File: src/rtl/mux_scan.sv
`default_nettype none
// +-----------------------------------------------------------------------------+
// | mux_scan -- registered channel mux with manual single-shot and auto scan    |
// | Rev 1.0                                                                     |
// +-----------------------------------------------------------------------------+
module mux_scan #(
  parameter int WIDTH = 8,
  parameter int NCH   = 8,
  parameter int DWELL = 4,
  localparam int SELW = ($clog2(NCH) > 1) ? $clog2(NCH) : 1
) (
  input  logic                   clk,
  input  logic                   rst_n,
  input  logic [NCH*WIDTH-1:0]   in_i,
  input  logic [SELW-1:0]        sel_i,
  input  logic                   mode_i,
  input  logic [NCH-1:0]         en_mask_i,
  input  logic                   start_i,
  output logic [WIDTH-1:0]       out_o,
  output logic [SELW-1:0]        out_ch_o,
  output logic                   out_valid_o,
  input  logic                   out_ready_i,
  output logic                   busy_o,
  output logic                   sel_err_o
);

  localparam logic [1:0] S_IDLE    = 2'd0;
  localparam logic [1:0] S_SETTLE  = 2'd1;
  localparam logic [1:0] S_PRESENT = 2'd2;

  localparam logic [7:0]      DWELL_LAST = 8'(DWELL - 1);
  localparam logic [SELW:0]   NCH_W      = (SELW + 1)'(NCH);

  // Out-of-range indices read as zero, which is also the manual sel_err payload.
  function automatic logic [WIDTH-1:0] f_chan(input logic [NCH*WIDTH-1:0] bus,
                                               input logic [SELW-1:0]      idx);
    f_chan = '0;
    for (int k = 0; k < NCH; k++) begin
      if (SELW'(k) == idx) f_chan = bus[k*WIDTH +: WIDTH];
    end
  endfunction

  function automatic logic [SELW-1:0] f_first(input logic [NCH-1:0] mask);
    f_first = '0;
    for (int k = NCH - 1; k >= 0; k--) begin
      if (mask[k]) f_first = SELW'(k);
    end
  endfunction

  // Lowest enabled channel above ptr, else wrap to the lowest enabled overall.
  function automatic logic [SELW-1:0] f_next(input logic [NCH-1:0] mask,
                                             input logic [SELW-1:0] ptr);
    logic [SELW-1:0] v_low;
    logic [SELW-1:0] v_above;
    logic            v_found;
    v_low   = ptr;
    v_above = ptr;
    v_found = 1'b0;
    for (int k = NCH - 1; k >= 0; k--) begin
      if (mask[k]) begin
        v_low = SELW'(k);
        if (k > int'(ptr)) begin
          v_above = SELW'(k);
          v_found = 1'b1;
        end
      end
    end
    f_next = v_found ? v_above : v_low;
  endfunction

  logic [1:0]       state_q,     state_d;
  logic [SELW-1:0]  ptr_q,       ptr_d;
  logic [7:0]       dwell_q,     dwell_d;
  logic [WIDTH-1:0] out_q,       out_d;
  logic [SELW-1:0]  out_ch_q,    out_ch_d;
  logic             out_valid_q, out_valid_d;
  logic             sel_err_q,   sel_err_d;
  logic             auto_q,      auto_d;

  logic             w_sel_ok;
  assign w_sel_ok = ({1'b0, sel_i} < NCH_W);

  always_comb begin
    state_d     = state_q;
    ptr_d       = ptr_q;
    dwell_d     = dwell_q;
    out_d       = out_q;
    out_ch_d    = out_ch_q;
    out_valid_d = out_valid_q;
    sel_err_d   = sel_err_q;
    auto_d      = auto_q;
    case (state_q)
      S_IDLE: begin
        if (start_i) begin
          if (!mode_i) begin
            out_d       = f_chan(in_i, sel_i);
            out_ch_d    = sel_i;
            out_valid_d = 1'b1;
            auto_d      = 1'b0;
            state_d     = S_PRESENT;
            if (!w_sel_ok) sel_err_d = 1'b1;
          end else if (|en_mask_i) begin
            ptr_d   = f_first(en_mask_i);
            dwell_d = '0;
            auto_d  = 1'b1;
            state_d = S_SETTLE;
          end
        end
      end
      S_SETTLE: begin
        if (dwell_q == DWELL_LAST) begin
          out_d       = f_chan(in_i, ptr_q);
          out_ch_d    = ptr_q;
          out_valid_d = 1'b1;
          state_d     = S_PRESENT;
        end else begin
          dwell_d = dwell_q + 8'd1;
        end
      end
      S_PRESENT: begin
        if (out_ready_i) begin
          out_valid_d = 1'b0;
          if (auto_q && mode_i && (|en_mask_i)) begin
            ptr_d   = f_next(en_mask_i, ptr_q);
            dwell_d = '0;
            state_d = S_SETTLE;
          end else begin
            state_d = S_IDLE;
          end
        end
      end
      default: state_d = S_IDLE;
    endcase
  end

  always_ff @(posedge clk or negedge rst_n) begin
    if (!rst_n) begin
      state_q     <= S_IDLE;
      ptr_q       <= '0;
      dwell_q     <= '0;
      out_q       <= '0;
      out_ch_q    <= '0;
      out_valid_q <= 1'b0;
      sel_err_q   <= 1'b0;
      auto_q      <= 1'b0;
    end else begin
      state_q     <= state_d;
      ptr_q       <= ptr_d;
      dwell_q     <= dwell_d;
      out_q       <= out_d;
      out_ch_q    <= out_ch_d;
      out_valid_q <= out_valid_d;
      sel_err_q   <= sel_err_d;
      auto_q      <= auto_d;
    end
  end

  assign out_o       = out_q;
  assign out_ch_o    = out_ch_q;
  assign out_valid_o = out_valid_q;
  assign busy_o      = (state_q != S_IDLE);
  assign sel_err_o   = sel_err_q;

endmodule
`default_nettype wire

File: config.mk
export PLATFORM = sky130hd
export DESIGN_NAME = mux_scan
export DESIGN_NICKNAME = d
export VERILOG_FILES = /design/src/rtl/mux_scan.sv
export SDC_FILE = /design/constraint.sdc
export NUM_CORES = 1
export LEC_CHECK = 0
export CAP_MARGIN = 5
export CORE_MARGIN = 1.5
export CORE_UTILIZATION = 46
export CTS_CLUSTER_SIZE = 8
export DETAILED_ROUTE_END_ITERATION = 10
export GPL_TIMING_DRIVEN = 0
export PLACE_DENSITY = 0.82
export SKIP_CTS_REPAIR_TIMING = 1
export SYNTH_ARGS = -nofsm -noshare
export SYNTH_HDL_FRONTEND = slang
export SYNTH_SLANG_ARGS = --single-unit
File: constraint.sdc
create_clock -name clk -period 1.96 [get_ports clk]
set_input_delay 0.392 -clock clk [delete_from_list [all_inputs] [get_ports clk]]
set_output_delay 0.392 -clock clk [all_outputs]
set_load 0.02 [all_outputs]
==> run metrics <==
status=finished, final reports clean; Detailed Place HPWL=7.03 mm; final worst path period need=1.90 ns; I/O pin count=94; cell with the most instances after synthesis=nor2_1; crit path DAT=2.08 ns; largest net degree at the start of global routing=27; first-pass GRT wire length=14.4 mm; die area=0.00626 sq mm; share of the synthesized area in the top cell type=24.4%; Area contributors post-synth=dfrtp_1, mux4_2, mux2_2; Worst VDD drop=615 uV; biggest area consumer among synthesized cells=dfrtp_1; Final Cycle Share=97.1%; final hold violation count=0; power per cell area=1070 mW/mm^2; final-stage net count=506; Reg clk slew, reported paths=0.10 ns; Slew @ Worst Pin=0.568 ns; Clock Skews=0.00343 ns; Routed WL=9.57 mm; Crit Path Max Fanout=8; Post-synth top flop=dfrtp_1; # clock sinks=26; antenna violations before repair=0; Core Region=0.00554 sq mm; unrepaired setup endpoints after global routing=true; Yosys warnings=0; Async S/R FF share, synth=100%; register area=653 sq um; clock latency on the worst-skew pair=0.28 ns; H-tree level count=1; DP Cell Count=489; sequential-to-total area share from yosys stat=24.4%; kind of critical path=primary input to register; max layer used=met4; clock tree buffer depth=2; CP Capture Type=register; ant diodes=0; 1st-iter DRT viols=337; worst min path class=primary input to asynchronous set/reset pin; CTS tree=done; Fill cells=444; Slew HR=62.1%; wire length on met1=3.96 mm; Worst R2R Path Depth=5; Layout Utilization=70.8%; Die X-Extent=79.1 um; mapped cell area=0.00266 sq mm; Synth Area per Inst=8.15 sq um; WL per Instance=19.3 um; Starting Density=48.1%; multi-input logic area=0.00197 sq mm; Critical R2R Launch=ptr_q[0]; flop2flop setup slack=0.07 ns; final instance area=0.00392 sq mm; CTS Buf Count=3; DR WL met3=879 um; vias after detailed routing=3126; Root Driver=clkbuf_8; DRC viols=0; DP Area=0.00365 sq mm; GRT overflow=0; Yosys cell types=53; num rows=27; final setup fails=0; All-Layer GR Usage=29.5%; Total Power=4.19 mW; WL met2=4.61 mm; final non-filler cell total=496; IO buf count=90; Pins Over Slew Limit=0; Crit-path slowest cell=clkdlybuf4s50_1; chip height=79.1 um; CP Cell Sequence=clkdlybuf4s50_1 -> nor4_4 -> a31oi_4 -> nand2_2 -> nor4b_1 -> a221o_1; Via density=6.30; Max Freq=0.525 GHz; R2R Path End=ptr_q[0]; Worst Setup SP=en_mask_i[0]; Post-synth EDFFs=0; crit-path max cell delay=0.49 ns; first drt pass iteration count=5; Post-synth top cells=nor2_1, a21oi_1, dfrtp_1; Max-cap violations=0; routability cong.=0.911; ANT nets after route=0; Synth Instances=327; vias in the first global route=2911; Worst Path Required=2.13 ns; CP Launch Type=primary input; reported leakage power=1.54 nW; Yosys reg bits=26; fraction of layout cells with a size suffix above 1=17.2%; Synthesized Nets=408; Area Overhead vs Synth=47.2%
state kept, by name, summed over array words and instances, names as in the netlist:
signal       count
auto_q           1
out_o            8
state_q          2
out_valid_o      1
out_ch_o         3
ptr_q            3
dwell_q          8
stage by stage:
| stage | hold slack (ns) | setup TNS [ns] | worst slack, ns |
|---|---|---|---|
| after floorplan | 0.0964 | 0 | 0.179 |
| after global placement | 0.481 | -7.06 | -0.553 |
| after detailed placement | 0.483 | -8.41 | -0.618 |
| after CTS | 0.496 | -5.36 | -0.333 |
| after global routing | 0.463 | -0.175 | -0.0432 |
| final | 0.436 | 0 | 0.0569 |
cell type report:
class                      count  share of cell area (%)
buffer                        26                    3.80
clock buffer                   3                    1.05
clock inverter                 1                   0.766
inverter                      10                   0.958
multi-input combinational    263                    50.2
sequential                    26                    16.7
tap                           72                    2.30
timing repair buffer          95                    24.3
routing by layer:
| metal | global-route usage, % | vias to the layer above |
|---|---|---|
| li1 | - | 1436 |
| met1 | 41.0 | 1495 |
| met2 | 47.9 | 183 |
| met3 | 3.79 | 12 |
| met4 | 8.42 | 0 |
| met5 | 0 | - |
cells in the final DEF, fill, tap and decap left out, types with 3 or more instances in the layout:
master / Yosys / layout
mux4_2: 10 / 10
a211oi_1: 12 / 12
inv_1: 10 / 10
buf_4: 1 / 7
a21oi_1: 31 / 31
or3_1: 5 / 5
o21ai_0: 16 / 15
o22ai_1: 7 / 5
nor3b_1: 7 / 7
a31oi_1: 19 / 17
clkbuf_4: 0 / 7
nor2b_1: 9 / 9
clkdlybuf4s50_1: 0 / 86
nor2_1: 32 / 31
nand3_1: 4 / 4
and3_1: 3 / 3
mux2i_1: 8 / 8
dlymetal6s2s_1: 0 / 4
o2bb2ai_1: 3 / 3
dfrtp_1: 26 / 24
buf_2: 13 / 9
mux2_2: 15 / 15
a22oi_1: 10 / 10
clkbuf_8: 0 / 3
nand2_1: 21 / 20
clkbuf_1: 13 / 5
nand2b_1: 7 / 6
how the worst max path moves through the flow:
stage               slack (ns)          to
finish                    0.06    ptr_q[2]
global route             -0.04  dwell_q[5]
CTS                      -0.33  dwell_q[4]
detailed placement       -0.62  dwell_q[4]
global placement         -0.55  dwell_q[5]
floorplan                 0.18    out_o[4]
critical path, delay by kind of cell:
kind	cells	cell delay (ns)
AOI/OAI and AO/OA	2	0.53
and+or+nand+nor	3	0.67
buffers and inverters	1	0.49
power breakdown:
group / total (mW) / internal, mW / switching, mW
combinational: 2.84 / 1.23 / 1.60
sequential: 0.892 / 0.742 / 0.150
clock: 0.463 / 0.274 / 0.189
cells by family after synthesis:
kind of cell    count (synthesis)  share of synthesized area (%)
mux                            33                           17.8
other cells                     1                          0.141
flops                          26                           24.4
simple gates                  108                           21.5
compound gates                119                           29.3
fa+ha+maj                       1                          0.470
buf+inv                        38                           6.11
xor+xnor                        1                          0.329
Note: power is estimated with default switching activity, not from simulation.
